[config.mk]
export PLATFORM = sky130hd
export DESIGN_NAME = als_spi_responder_flat
export DESIGN_NICKNAME = d
export VERILOG_FILES = /design/src/rtl/als_spi_if.sv /design/src/rtl/als_spi_responder.sv /design/src/flat_wrapper.sv
export SDC_FILE = /design/constraint.sdc
export NUM_CORES = 1
export LEC_CHECK = 0
export BUFFER_PORTS_ARGS = -buffer_cell sky130_fd_sc_hd__buf_2
export CAP_MARGIN = 20
export CORE_MARGIN = 2
export CORE_UTILIZATION = 35
export CTS_BUF_LIST = sky130_fd_sc_hd__clkbuf_16
export CTS_CLUSTER_DIAMETER = 80
export DETAILED_ROUTE_END_ITERATION = 10
export GPL_TIMING_DRIVEN = 1
export PLACE_DENSITY = 0.5
export SETUP_SLACK_MARGIN = 0.15
export SLEW_MARGIN = 20
export SYNTH_ARGS = -nofsm -noshare
export SYNTH_HDL_FRONTEND = slang
export SYNTH_SLANG_ARGS = --single-unit
[constraint.sdc]
create_clock -name clk -period 1.7 [get_ports clk]
set_clock_uncertainty 0.05 [all_clocks]
set_input_delay 0.34 -clock clk [delete_from_list [all_inputs] [get_ports clk]]
set_output_delay 0.34 -clock clk [all_outputs]
set_load 0.02 [all_outputs]
[src/rtl/als_spi_if.sv]
// Pin and sample-feed bundle of the PmodALS emulator.
// The master side is the ADC reader and sample source.
interface als_spi_if #(
  parameter int DATA_BITS = 8
);
  logic                 scl;
  logic                 cs;
  logic                 sdo;
  logic                 sdo_oe;
  logic [DATA_BITS-1:0] sample;
  logic                 sample_valid;
  logic                 sample_ready;
  logic                 busy;
  logic                 frame_done;
  logic                 frame_abort;

  modport master (
    output scl,
    output cs,
    output sample,
    output sample_valid,
    input  sdo,
    input  sdo_oe,
    input  sample_ready,
    input  busy,
    input  frame_done,
    input  frame_abort
  );

  modport slave (
    input  scl,
    input  cs,
    input  sample,
    input  sample_valid,
    output sdo,
    output sdo_oe,
    output sample_ready,
    output busy,
    output frame_done,
    output frame_abort
  );
endinterface

[src/rtl/als_spi_responder.sv]
// PmodALS ADC emulator: serialises one buffered sample per cs frame
// as {lead zeros, data MSB first, trail zeros} on sdo.
module als_spi_responder #(
  parameter int SYNC_STAGES = 2,
  parameter int LEAD_ZEROS  = 3,
  parameter int DATA_BITS   = 8,
  parameter int FRAME_BITS  = 16
) (
  input  logic        clk,
  input  logic        rst_n,
  als_spi_if.slave    bus
);

  localparam int TRAIL = FRAME_BITS - LEAD_ZEROS - DATA_BITS;
  localparam int CW    = $clog2(FRAME_BITS + 1);

  localparam logic [CW-1:0] CNT_END  = CW'(FRAME_BITS);
  localparam logic [CW-1:0] CNT_LAST = CW'(FRAME_BITS - 1);

  typedef enum logic {
    IDLE,
    SHIFT
  } state_t;

  state_t                  state_q, state_d;
  logic [SYNC_STAGES-1:0]  scl_sync_q, scl_sync_d;
  logic [SYNC_STAGES-1:0]  cs_sync_q, cs_sync_d;
  logic                    scl_prev_q, scl_prev_d;
  logic                    cs_prev_q, cs_prev_d;
  logic [FRAME_BITS-1:0]   shift_q, shift_d;
  logic [CW-1:0]           cnt_q, cnt_d;
  logic                    sdo_q, sdo_d;
  logic [DATA_BITS-1:0]    buf_q, buf_d;
  logic                    full_q, full_d;
  logic [DATA_BITS-1:0]    last_q, last_d;
  logic                    done_q, done_d;
  logic                    abort_q, abort_d;

  logic                    scl_s, cs_s;
  logic                    scl_rise, scl_fall;
  logic                    cs_rise, cs_fall;
  logic                    hs;
  logic [DATA_BITS-1:0]    frame_val;

  assign scl_s = scl_sync_q[SYNC_STAGES-1];
  assign cs_s  = cs_sync_q[SYNC_STAGES-1];

  assign scl_rise = scl_s & ~scl_prev_q;
  assign scl_fall = ~scl_s & scl_prev_q;
  assign cs_rise  = cs_s & ~cs_prev_q;
  assign cs_fall  = ~cs_s & cs_prev_q;

  assign hs = bus.sample_valid & ~full_q;

  always_comb begin
    scl_sync_d = {scl_sync_q[SYNC_STAGES-2:0], bus.scl};
    cs_sync_d  = {cs_sync_q[SYNC_STAGES-2:0], bus.cs};
    scl_prev_d = scl_s;
    cs_prev_d  = cs_s;
  end

  always_comb begin
    state_d   = state_q;
    shift_d   = shift_q;
    cnt_d     = cnt_q;
    sdo_d     = sdo_q;
    buf_d     = buf_q;
    full_d    = full_q;
    last_d    = last_q;
    done_d    = 1'b0;
    abort_d   = 1'b0;
    frame_val = full_q ? buf_q : last_q;

    // Only possible while empty, so it never collides with the load.
    if (hs) begin
      buf_d  = bus.sample;
      full_d = 1'b1;
    end

    unique case (state_q)
      IDLE: begin
        sdo_d = 1'b0;
        if (cs_fall) begin
          last_d  = frame_val;
          shift_d = FRAME_BITS'(frame_val) << TRAIL;
          sdo_d   = shift_d[FRAME_BITS-1];
          cnt_d   = '0;
          state_d = SHIFT;
          if (full_q) begin
            full_d = 1'b0;
          end
        end
      end
      SHIFT: begin
        if (cs_rise) begin
          state_d = IDLE;
          sdo_d   = 1'b0;
          abort_d = (cnt_q < CNT_END);
        end else begin
          if (scl_rise && cnt_q != CNT_END) begin
            cnt_d  = cnt_q + 1'b1;
            done_d = (cnt_q == CNT_LAST);
          end
          if (scl_fall) begin
            shift_d = {shift_q[FRAME_BITS-2:0], 1'b0};
            sdo_d   = shift_q[FRAME_BITS-2];
          end
        end
      end
      default: begin
        state_d = IDLE;
        sdo_d   = 1'b0;
      end
    endcase
  end

  always_ff @(posedge clk or negedge rst_n) begin
    if (!rst_n) begin
      state_q    <= IDLE;
      scl_sync_q <= '1;
      cs_sync_q  <= '1;
      scl_prev_q <= 1'b1;
      cs_prev_q  <= 1'b1;
      shift_q    <= '0;
      cnt_q      <= '0;
      sdo_q      <= 1'b0;
      buf_q      <= '0;
      full_q     <= 1'b0;
      last_q     <= '0;
      done_q     <= 1'b0;
      abort_q    <= 1'b0;
    end else begin
      state_q    <= state_d;
      scl_sync_q <= scl_sync_d;
      cs_sync_q  <= cs_sync_d;
      scl_prev_q <= scl_prev_d;
      cs_prev_q  <= cs_prev_d;
      shift_q    <= shift_d;
      cnt_q      <= cnt_d;
      sdo_q      <= sdo_d;
      buf_q      <= buf_d;
      full_q     <= full_d;
      last_q     <= last_d;
      done_q     <= done_d;
      abort_q    <= abort_d;
    end
  end

  assign bus.sdo          = sdo_q;
  assign bus.sdo_oe       = (state_q == SHIFT);
  assign bus.busy         = (state_q == SHIFT);
  assign bus.sample_ready = ~full_q;
  assign bus.frame_done   = done_q;
  assign bus.frame_abort  = abort_q;

endmodule
[src/flat_wrapper.sv]
// flat-port wrapper written by rule: the top's interface ports become plain ports
module als_spi_responder_flat 
#(
  parameter int SYNC_STAGES = 2,
  parameter int LEAD_ZEROS  = 3,
  parameter int DATA_BITS   = 8,
  parameter int FRAME_BITS  = 16
)
  (clk, rst_n, bus_scl, bus_cs, bus_sample, bus_sample_valid, bus_sdo, bus_sdo_oe, bus_sample_ready, bus_busy, bus_frame_done, bus_frame_abort);
  als_spi_if #(.DATA_BITS(DATA_BITS)) bus_i ();
  input  logic clk;
  input  logic rst_n;
  input wire logic [$bits(bus_i.scl)-1:0] bus_scl;
  input wire logic [$bits(bus_i.cs)-1:0] bus_cs;
  input wire logic [$bits(bus_i.sample)-1:0] bus_sample;
  input wire logic [$bits(bus_i.sample_valid)-1:0] bus_sample_valid;
  output wire logic [$bits(bus_i.sdo)-1:0] bus_sdo;
  output wire logic [$bits(bus_i.sdo_oe)-1:0] bus_sdo_oe;
  output wire logic [$bits(bus_i.sample_ready)-1:0] bus_sample_ready;
  output wire logic [$bits(bus_i.busy)-1:0] bus_busy;
  output wire logic [$bits(bus_i.frame_done)-1:0] bus_frame_done;
  output wire logic [$bits(bus_i.frame_abort)-1:0] bus_frame_abort;
  assign bus_i.scl = bus_scl;
  assign bus_i.cs = bus_cs;
  assign bus_i.sample = bus_sample;
  assign bus_i.sample_valid = bus_sample_valid;
  assign bus_sdo = bus_i.sdo;
  assign bus_sdo_oe = bus_i.sdo_oe;
  assign bus_sample_ready = bus_i.sample_ready;
  assign bus_busy = bus_i.busy;
  assign bus_frame_done = bus_i.frame_done;
  assign bus_frame_abort = bus_i.frame_abort;
  als_spi_responder #(.SYNC_STAGES(SYNC_STAGES), .LEAD_ZEROS(LEAD_ZEROS), .DATA_BITS(DATA_BITS), .FRAME_BITS(FRAME_BITS)) u_core (.clk(clk), .rst_n(rst_n), .bus(bus_i));
endmodule
Word-level counts from Yosys, hierarchy flattened
Index checks and enable logic that the tools add are counted.
{"block": "classes", "reduce_logical": 4, "n_mux": 24, "n_lt_le_gt_ge": 1, "n_bitwise": 11, "n_eq_ne": 7, "addsub": 1}
{"operator": "two-way mux 15 bit", "count": 3}
{"operator": "case mux 15 bit (2 select lines)", "count": 1}
{"operator": "two-way mux 5 bit", "count": 3}
{"operator": "two-way mux 1 bit", "count": 13}
{"operator": "case mux 5 bit (2 select lines)", "count": 1}
{"operator": "two-way mux 8 bit", "count": 1}
{"operator": "inequality test 2 bit (second input constant)", "count": 3}
{"operator": "NOT 1 bit", "count": 6}
{"operator": "AND reduction 3 bit", "count": 2}
{"operator": "adder 5 x 1 -> 5 bit (second input constant)", "count": 1}
{"operator": "AND 1 bit", "count": 5}
{"operator": "equality test 5 x 4 -> 1 bit (second input constant)", "count": 1}
{"operator": "< comparator 5 bit (second input constant)", "count": 1}
{"operator": "inequality test 5 bit (second input constant)", "count": 1}
{"operator": "case mux 1 bit (2 select lines)", "count": 2}
{"operator": "inequality test 3 bit (second input constant)", "count": 1}
{"operator": "inequality test 2 x 1 -> 1 bit (second input constant)", "count": 1}
{"operator": "AND reduction 2 bit", "count": 1}
{"operator": "logical AND 1 bit", "count": 1}
{"block": "word_totals", "inputBits": 13, "register_bits": 47, "wordCells": 61, "output_inout_bits": 6}

Logic depth before layout (Yosys ltp)
Gate-level depths: netlist of the first run.
{"block": "logic_depth", "ltp_word": 6, "mapped_depth": 6, "mapped_depth_nobuf": 6}

Worst setup path after synthesis of the first run
OpenSTA, ideal clock, no wires.
{"block": "synth_timing", "kind": "register to register", "start": "reg u_core.state_q (netlist: u_core.bus.busy)", "end": "reg u_core.last_q[0]", "arrival_time_ns": 1.396, "setup_ns": 0.128, "synth_period_minus_slack_ns": 1.573, "required_time_ns": 1.522, "path_slack_ns": 0.127, "stages_incl_launch_ff": 6, "path_buffers": 1, "cell_sequence": "dfrtp_1 > nor3b_4 > buf_6 > inv_2 > nor2_4 > mux2_1"}
{"block": "synth_via", "elab_chain_cells": 2}
{"element": "start: declaration", "line": "als_spi_responder.sv:25", "rtl": "state_t state_q, state_d;"}
{"element": "start signal: assignment", "line": "als_spi_responder.sv:133", "rtl": "state_q <= state_d;"}
{"element": "NOT 1 bit (no source line)"}
{"element": "AND reduction 2 bit (no source line)"}
{"element": "end signal: assignment", "line": "als_spi_responder.sv:143", "rtl": "last_q <= last_d;"}
{"element": "end: declaration", "line": "als_spi_responder.sv:35", "rtl": "logic [DATA_BITS-1:0] last_q, last_d;"}
Every way passes these cells.
A chain may end at the register's enable or synchronous reset.

Worst setup path in the final report of the first run
{"block": "layout_timing", "start": "reg u_core.cs_sync_q[1]", "end": "reg u_core.shift_q[9]"}
{"block": "layout_via", "elab_chain_cells": 4, "elab_cells_between_ends": 6, "cone_classes": "eq/ne: 2; bitwise: 3; reduce/logical: 1"}
{"element": "start: declaration", "line": "als_spi_responder.sv:27", "rtl": "logic [SYNC_STAGES-1:0] cs_sync_q, cs_sync_d;"}
{"element": "start signal: assignment", "line": "als_spi_responder.sv:135", "rtl": "cs_sync_q <= cs_sync_d;"}
{"element": "NOT 1 bit", "line": "als_spi_responder.sv:51", "rtl": "assign cs_fall = ~cs_s & cs_prev_q;"}
{"element": "AND 1 bit", "line": "als_spi_responder.sv:51"}
{"element": "inequality test 2 x 1 -> 1 bit (no source line)"}
{"element": "AND reduction 3 bit (no source line) (*)"}
{"element": "end signal: assignment", "line": "als_spi_responder.sv:138", "rtl": "shift_q <= shift_d;"}
{"element": "end: declaration", "line": "als_spi_responder.sv:30", "rtl": "logic [FRAME_BITS-1:0] shift_q, shift_d;"}
Mark *: on every way between the ends. The rest lies on a longest branch, timed or not.

==> results of run 1 <==
## path summary, 6_finish.rpt
path / endpoint / slack (ns) / depth (start not counted)
min in group clk: u_core.scl_sync_q[0] / 0.11 / 1
min: u_core.bus.busy / 0.07 / 2
max reg2reg: u_core.shift_q[9] / 0.13 / 4
max in group asynchronous: u_core.full_q / 1.15 / 2
max: u_core.shift_q[9] / 0.13 / 4
min reg2reg: u_core.cs_sync_q[1] / 0.31 / 0
## placed cells by master, fill, tap and decap left out, types with 6 or more instances in the layout
master	instances
sky130_fd_sc_hd__nor2_1	14
sky130_fd_sc_hd__dfrtp_1	35
sky130_fd_sc_hd__buf_4	7
sky130_fd_sc_hd__mux2i_1	9
sky130_fd_sc_hd__mux2_2	11
sky130_fd_sc_hd__o21ai_1	6
sky130_fd_sc_hd__nand2_1	9
sky130_fd_sc_hd__a21oi_1	12
sky130_fd_sc_hd__dfstp_2	6
sky130_fd_sc_hd__buf_2	18
## flip-flops by register name, summed over array words and instances (netlist names), 2 cells and up
name / flops
u_core.buf_q: 8
u_core.scl_sync_q: 2
u_core.last_q: 8
u_core.cs_sync_q: 2
u_core.cnt_q: 5
u_core.shift_q: 10
## per-stage QoR
| step | power (W) | hold WS [ns] |
|---|---|---|
| floorplan | 0.00219 | -0.00559 |
| global placement | 0.00237 | 0.306 |
| detailed placement | 0.00242 | 0.302 |
| CTS | 0.00336 | 0.0929 |
| global route | 0.00360 | 0.102 |
| finish | 0.00335 | 0.0706 |
## worst max-delay path: cells and delay by family, from the launching register on
family	cells	cell delay, ns
AND/OR/NAND/NOR	1	0.07
buffers and inverters	1	0.14
multiplexers	1	0.38
AO/OA/AOI/OAI	1	0.23
flip-flops	1	0.59
## where the power goes
| part | internal (W) | total (W) | leakage [nW] | switching, W |
|---|---|---|---|---|
| logic | 0.000455 | 0.000863 | 0.455 | 0.000408 |
| registers | 0.00134 | 0.00157 | 0.503 | 0.000226 |
| clock network | 0.000543 | 0.000915 | 0.0698 | 0.000373 |
## layout make-up
type | count | area share [%]
clock buffer | 5 | 5.60
clock inverter | 3 | 0.952
inverter | 8 | 1.34
multi-input combinational | 97 | 33.9
sequential | 42 | 47.4
tap | 70 | 3.92
timing repair buffer | 26 | 6.89
## synth_stat cells (2+ instances only)
| cell type | count |
|---|---|
| sky130_fd_sc_hd__buf_6 | 2 |
| sky130_fd_sc_hd__o21ai_1 | 6 |
| sky130_fd_sc_hd__buf_4 | 3 |
| sky130_fd_sc_hd__dfrtp_1 | 36 |
| sky130_fd_sc_hd__mux2_2 | 11 |
| sky130_fd_sc_hd__nor3_1 | 2 |
| sky130_fd_sc_hd__mux2i_1 | 9 |
| sky130_fd_sc_hd__nor2_1 | 14 |
| sky130_fd_sc_hd__nand2_1 | 10 |
| sky130_fd_sc_hd__ha_1 | 3 |
| sky130_fd_sc_hd__inv_2 | 2 |
| sky130_fd_sc_hd__mux2_1 | 5 |
| sky130_fd_sc_hd__nor2b_1 | 4 |
| sky130_fd_sc_hd__a21oi_1 | 12 |
| sky130_fd_sc_hd__dfstp_2 | 6 |
| sky130_fd_sc_hd__a21o_1 | 3 |
| sky130_fd_sc_hd__inv_1 | 6 |
| sky130_fd_sc_hd__buf_2 | 3 |
| sky130_fd_sc_hd__and3_1 | 2 |
## cell families (layout without fill, tap and decap cells)
kind of cell             after synthesis  in the layout  synth area share (%)
multiplexers                          25             25                  14.4
buffers and inverters                 16             42                  4.80
AND/OR/NAND/NOR                       38             38                  10.4
flip-flops                            42             42                  56.4
adder cells (fa/ha/maj)                3              3                  2.00
AO/OA/AOI/OAI                         31             31                  11.9
## routing by layer
layer / vias up / global-route usage, %
met5: - / 0
met4: 0 / 4.29
met3: 4 / 3.65
met2: 19 / 20.4
met1: 545 / 14.3
li1: 585 / -
## repair_timing
item                                    in CTS  in global routing
pin swaps                                    0                  2
endpoints found under the setup margin      13                 20
buffers inserted                             1                  1
resized for setup                            2                  8
==> load_flow_metrics.sql, run 1 <==
INSERT INTO impl_metrics (metric_group, metric, value, unit) VALUES
('layout', 'area_delta_synth_final', '19.1', '%'),
('clocking', 'tritoncts_clock_tree', 'built', ''),
('sta', 'finalCritPeriodShare', '92.5', '%'),
('logic_synthesis', 'synth_cells', '155', ''),
('logic_synthesis', 'post-synth-top-area-fraction', '48.0', '%'),
('drt', 'topRoutingLayerUsed', 'met4', ''),
('placement', 'numPlacedInstances', '241', ''),
('critical_path', 'worst_setup_path_startpoint', 'u_core.cs_sync_q[1]', ''),
('critical_path', 'path_cells', 'nor3b_4 > buf_4 > a31oi_4 > mux2_2', ''),
('job', 'cap_viol_max_count', '0', ''),
('sta', 'max-slew-margin-rel', '65.8', '%'),
('clocking', 'htree_levels', '2', ''),
('drt', 'wirelength', '3190', 'um'),
('placement', 'dpl_cell_area', '2040', 'um2'),
('power_and_ir_drop', 'max-vdd-ir-drop', '0.790', 'mV'),
('critical_path', 'critical_path.max_stage_delay', '0.59', 'ns'),
('floorplan', 'core_region_area', '5140', 'um2'),
('clocking', 'cts_root_buffer', 'sky130_fd_sc_hd__clkbuf_16', ''),
('logic_synthesis', 'post_synth_main_area_contributors', 'sky130_fd_sc_hd__dfrtp_1 48%, sky130_fd_sc_hd__dfstp_2 8.4%, sky130_fd_sc_hd__mux2_2 6.6%, sky130_fd_sc_hd__mux2i_1 4.8%, sky130_fd_sc_hd__a21oi_1 3.2%', ''),
('clocking', 'cts_made_buffers', '5', ''),
('critical_path', 'crit_path_max_fanout', '6', ''),
('drt', 'ant_nets', '0', ''),
('layout', 'nFillCells', '522', ''),
('min_path', 'hold_path.class', 'input port to async pin', ''),
('logic_synthesis', 'synth_flop_cell', 'sky130_fd_sc_hd__dfrtp_1', ''),
('sta', 'slew_viol_final', '0', ''),
('global_routing', 'vias_in_the_first_global_route', '1267', ''),
('logic_synthesis', 'async_reset_ff_share', '100', '%'),
('critical_path', 'crit_type', 'flip-flop to flip-flop', ''),
('logic_synthesis', 'netlist_area', '1880', 'um2'),
('sta', 'fmax_achieved', '636', 'MHz'),
('sta', 'setup_violations', '0', ''),
('placement', 'preCtsSetupSlack', '0.0749', 'ns'),
('logic_synthesis', 'synth.lib_cells_used.distinct', '35', ''),
('clocking', 'clkSinkCount', '42', ''),
('drt', 'dr.first_iter.drc_count', '42', ''),
('drt', 'met1_length', '1510', 'um'),
('global_routing', 'grt_antenna_before_repair', '0', ''),
('drt', 'wl_met3', '125', 'um'),
('power_and_ir_drop', 'cellLeakagePower', '1.03', 'nW'),
('layout', 'final_area', '2230', 'um2'),
('layout', 'antenna-diode-count', '0', ''),
('critical_path', 'worst-endpoint-arrival', '1.69', 'ns'),
('logic_synthesis', 'ys_ff_latch', '42', ''),
('clocking', 'clk_pin_slew_worst_paths', '0.06', 'ns'),
('drt', 'firstDrtPassIters', '4', ''),
('logic_synthesis', 'synth.largest_area_cell', 'sky130_fd_sc_hd__dfrtp_1', ''),
('drt', 'remaining_drc_errors', '0', ''),
('layout', 'net_count_of_the_finished_layout', '196', ''),
('global_routing', 'largest_net_degree_at_the_start_of_global_routing', '43', ''),
('logic_synthesis', 'syn_nets', '171', ''),
('logic_synthesis', 'yosysWarningCount', '0', ''),
('clocking', 'clk_path_buf_depth', '2', ''),
('floorplan', 'die_y', '77.2', 'um'),
('floorplan', 'fp.dieArea', '5960', 'um2'),
('sta', 'finalSetupTns', '0', 'ns'),
('critical_path', 'required_arrival_time_at_the_worst_endpoint', '1.81', 'ns'),
('sta', 'report.final.hold_viol_count', '0', ''),
('placement', 'port-buffer-count', '18', ''),
('critical_path', 'regToRegStartpoint', 'u_core.cs_sync_q[1]', ''),
('layout', 'layout.cells.non_filler', '251', ''),
('status', 'status', 'completed', ''),
('logic_synthesis', 'synth_enable_flop_cells', '0', ''),
('floorplan', 'io-pin-count', '19', ''),
('drt', 'wire_length_per_cell_after_detailed_routing', '12.7', 'um'),
('clocking', 'worstSkewPairLatency', '0.28', 'ns'),
('layout', 'register_area', '1060', 'um2'),
('critical_path', 'start_kind', 'flip-flop', ''),
('drt', 'met2WireLength', '1510', 'um'),
('drt', 'via_per_inst', '4.59', ''),
('sta', 'finalCriticalPeriod', '1.57', 'ns');
No activity file was read; power rests on OpenSTA's default activity.
==> run 2, diff against run 1 <==
Settings changed: ABC_AREA set to 1.
==> run 2 against run 1 <==
Effect of this change: via count grew 11%; sequential cell count is the same; clock-buffer cell count is the same; critical endpoint is now bus_sdo_oe; largest cell class unchanged.
==> load_flow_metrics.sql, run 2 <==
INSERT INTO impl_metrics (metric_group, metric, value, unit) VALUES
('placement', 'port-buffer-count', '18', ''),
('logic_synthesis', 'synth.lib_cells_used.distinct', '24', ''),
('layout', 'nFillCells', '554', ''),
('power_and_ir_drop', 'max-vdd-ir-drop', '0.841', 'mV'),
('drt', 'remaining_drc_errors', '0', ''),
('layout', 'area_delta_synth_final', '17.1', '%'),
('sta', 'slew_viol_final', '0', ''),
('logic_synthesis', 'async_reset_ff_share', '100', '%'),
('floorplan', 'fp.dieArea', '5940', 'um2'),
('critical_path', 'critPathBufInv', '1', ''),
('min_path', 'timing.hold.worst_path_depth', '1', ''),
('drt', 'firstDrtPassIters', '4', ''),
('sta', 'finalCritPeriodShare', '84.5', '%'),
('global_routing', 'largest_net_degree_at_the_start_of_global_routing', '43', ''),
('critical_path', 'crit_slowest_cell', 'sky130_fd_sc_hd__dfrtp_1', ''),
('global_routing', 'grt_first_pass_wirelength', '5900', 'um'),
('sta', 'report.final.hold_viol_count', '0', ''),
('critical_path', 'crit_path_max_fanout', '10', ''),
('sta', 'setup_violations', '0', ''),
('sta', 'fmax_achieved', '696', 'MHz'),
('layout', 'post_route_cells_drive_above_1_share', '25.6', '%'),
('clocking', 'clkSinkCount', '42', ''),
('logic_synthesis', 'netlist_area', '1870', 'um2'),
('layout', 'leading_registers_by_flop_count', 'u_core.shift_q x10, u_core.buf_q x8, u_core.last_q x8', ''),
('logic_synthesis', 'yosys.cell_count.top_type', 'sky130_fd_sc_hd__nand2_1', ''),
('logic_synthesis', 'synth_flop_cell', 'sky130_fd_sc_hd__dfrtp_1', ''),
('global_routing', 'grt_antenna_before_repair', '0', ''),
('critical_path', 'required_arrival_time_at_the_worst_endpoint', '1.31', 'ns'),
('critical_path', 'worst-r2r-cell-count', '7', ''),
('placement', 'place_congestion', '0.813', ''),
('drt', 'wire_length_per_cell_after_detailed_routing', '11.3', 'um'),
('global_routing', 'groute.usage.overall', '12.6', '%'),
('power_and_ir_drop', 'cellLeakagePower', '1.07', 'nW'),
('clocking', 'cts_made_buffers', '5', ''),
('critical_path', 'worst_setup_path_end_kind', 'output pin', ''),
('placement', 'preCtsSetupSlack', '0.228', 'ns'),
('logic_synthesis', 'yosysWarningCount', '0', ''),
('sta', 'final_critical_path_setup_slack', '0.263', 'ns'),
('critical_path', 'worst-endpoint-arrival', '1.05', 'ns'),
('critical_path', 'regToRegStartpoint', 'u_core.cnt_q[0]', ''),
('sta', 'max-slew-margin-rel', '77.7', '%'),
('critical_path', 'crit_type', 'flip-flop to output pin', ''),
('floorplan', 'die_width', '77.1', 'um'),
('status', 'status', 'completed', ''),
('critical_path', 'regToRegSetupSlack', '0.32', 'ns'),
('logic_synthesis', 'post_synth_main_area_contributors', 'sky130_fd_sc_hd__dfrtp_1 48%, sky130_fd_sc_hd__nand2_1 9.8%, sky130_fd_sc_hd__dfstp_2 8.4%, sky130_fd_sc_hd__mux2_2 4.8%, sky130_fd_sc_hd__o21ai_0 4.6%', ''),
('layout', 'largest_register_ffs', '10', ''),
('global_routing', 'grt_remaining_overflow', '0', ''),
('layout', 'register_area', '1060', 'um2'),
('clocking', 'worstSkewPairLatency', '0.28', 'ns'),
('critical_path', 'critical_path.max_stage_delay', '0.54', 'ns'),
('min_path', 'hold_start', 'bus_scl', ''),
('layout', 'max_flop_register', 'u_core.shift_q', ''),
('critical_path', 'path_cells', 'buf_2', ''),
('clocking', 'clk_path_buf_depth', '2', ''),
('drt', 'vias', '1276', ''),
('clocking', 'tritoncts_clock_tree', 'built', ''),
('logic_synthesis', 'synth_enable_flop_cells', '0', ''),
('clocking', 'cts_root_buffer', 'sky130_fd_sc_hd__clkbuf_16', ''),
('sta', 'worst_slew_pin_slew', '0.335', 'ns'),
('floorplan', 'die_y', '77.1', 'um'),
('layout', 'layout.cells.most_common_list', '47 x sky130_fd_sc_hd__nand2_1, 36 x sky130_fd_sc_hd__dfrtp_1, 18 x sky130_fd_sc_hd__nor2_1, 18 x sky130_fd_sc_hd__buf_2', ''),
('job', 'cap_viol_max_count', '0', ''),
('logic_synthesis', 'synth.top_cells.by_count', '49 x sky130_fd_sc_hd__nand2_1, 36 x sky130_fd_sc_hd__dfrtp_1, 18 x sky130_fd_sc_hd__nor2_1', ''),
('sta', 'finalSetupTns', '0', 'ns'),
('layout', 'multi_input_gate_area_in_the_final_layout', '692', 'um2'),
('global_routing', 'vias_in_the_first_global_route', '1260', ''),
('critical_path', 'start_kind', 'flip-flop', ''),
('sta', 'finalCriticalPeriod', '1.44', 'ns'),
('sta', 'grt_setup_unrepaired', 'false', ''),
('power_and_ir_drop', 'post-layout-total-power', '0.00334', 'W'),
('floorplan', 'core.rowCount', '26', ''),
('drt', 'wirelength', '3270', 'um'),
('logic_synthesis', 'ys_ff_latch', '42', ''),
('layout', 'net_count_of_the_finished_layout', '234', ''),
('floorplan', 'initial_utilization', '36.4', '%'),
('drt', 'ant_nets', '0', ''),
('floorplan', 'io-pin-count', '19', ''),
('layout', 'finalCoreUtilization', '42.6', '%'),
('logic_synthesis', 'syn_nets', '211', ''),
('drt', 'dr.first_iter.drc_count', '34', ''),
('min_path', 'whs_endpoint', 'u_core.scl_sync_q[0]', ''),
('clocking', 'clk_pin_slew_worst_paths', '0.06', 'ns'),
('logic_synthesis', 'synth.yosys.seq_area_share', '56.6', '%'),
('logic_synthesis', 'post-synth-top-area-fraction', '48.2', '%'),
('critical_path', 'cp_top_family', 'flip-flops', ''),
('clocking', 'htree_levels', '2', ''),
('power_and_ir_drop', 'p_per_area', '1520', 'nW/um2'),
('logic_synthesis', 'synth.largest_area_cell', 'sky130_fd_sc_hd__dfrtp_1', ''),
('drt', 'via_per_inst', '4.42', ''),
('critical_path', 'worst_r2r_endpoint', 'u_core.cnt_q[4]', ''),
('placement', 'post_detailed_placement_half_perimeter_wirelength', '2220', 'um'),
('layout', 'antenna-diode-count', '0', ''),
('min_path', 'hold_path.class', 'input port to flip-flop', ''),
('layout', 'most_common_library_cell_in_the_layout_ignoring_fill_and_taps', 'sky130_fd_sc_hd__nand2_1', ''),
('clocking', 'cts_setup_buffers', '0', ''),
('logic_synthesis', 'synth_cells', '195', ''),
('floorplan', 'core_region_area', '5140', 'um2'),
('logic_synthesis', 'avgSynthCellArea', '9.59', 'um2');
run 2: how the worst max path moves through the flow:
| stage | from | to | slack [ns] | cells after the start |
|---|---|---|---|---|
| 2_1_floorplan | u_core.bus.busy | u_core.shift_q[10] | 0.35 | 8 |
| 3_3_place_gp | u_core.cnt_q[0] | u_core.cnt_q[0] | 0.21 | 10 |
| 3_5_place_dp | u_core.cnt_q[0] | u_core.cnt_q[2] | 0.23 | 10 |
| 4_1_cts | u_core.cnt_q[0] | u_core.cnt_q[2] | 0.23 | 10 |
| 5_1_grt | u_core.cnt_q[0] | u_core.cnt_q[1] | 0.17 | 10 |
| 6_report | u_core.bus.busy | bus_sdo_oe | 0.26 | 1 |
run 2: final cells by class:
class	instances	area share, %
Clock buffer	5	5.71
Clock inverter	3	0.571
Inverter	19	3.26
Multi-Input combinational cell	127	31.6
Sequential cell	42	48.3
Tap cell	70	4.00
Timing Repair Buffer	23	6.51
run 2: metal layers:
layer	vias up	routed length [um]	GRT usage, %
met5	-	0	0
met1	583	1670	16.5
met2	18	1430	19.5
met3	7	115	3.53
li1	668	-	-
met4	0	63	5.36
run 2: timing repair:
action / CTS / global route
resized for setup: 0 / 2
endpoints found under the setup margin: 0 / 5
hold buffers: 1 / 0
hold endpoints to repair: 36 / 0
run 2: logic make-up (layout without fill, tap and decap cells):
logic type	count (synthesis)	after routing	share of synthesized area, %
AND/OR/NAND/NOR	83	83	19.6
flip-flops	42	42	56.6
AO/OA/AOI/OAI	33	33	10.3
buffers and inverters	26	50	6.63
multiplexers	8	8	4.82
adder cells (fa/ha/maj)	3	3	2.01
run 2: stage by stage:
step                instances  area (um2)  hold WS, ns
detailed placement        280        2040        0.286
global placement          280        2040        0.288
floorplan                 195        1870     -0.00559
finish                    289        2190        0.108
global route              289        2190       0.0952
CTS                       289        2180        0.101
run 2: worst reg2reg max path, cell delays in order, from the launching register on:
cell and delay [ns]:
sky130_fd_sc_hd__dfrtp_1 0.42, sky130_fd_sc_hd__ha_1 0.23, sky130_fd_sc_hd__nand2_1 0.08, sky130_fd_sc_hd__nor2_1 0.04
sky130_fd_sc_hd__ha_1 0.26, sky130_fd_sc_hd__nor2_1 0.10, sky130_fd_sc_hd__nand3_1 0.08, sky130_fd_sc_hd__nand2_1 0.07
run 2: power breakdown:
part           switching, W  internal, W
Combinational      0.000536     0.000398
Sequential         0.000178      0.00134
Clock              0.000357     0.000530
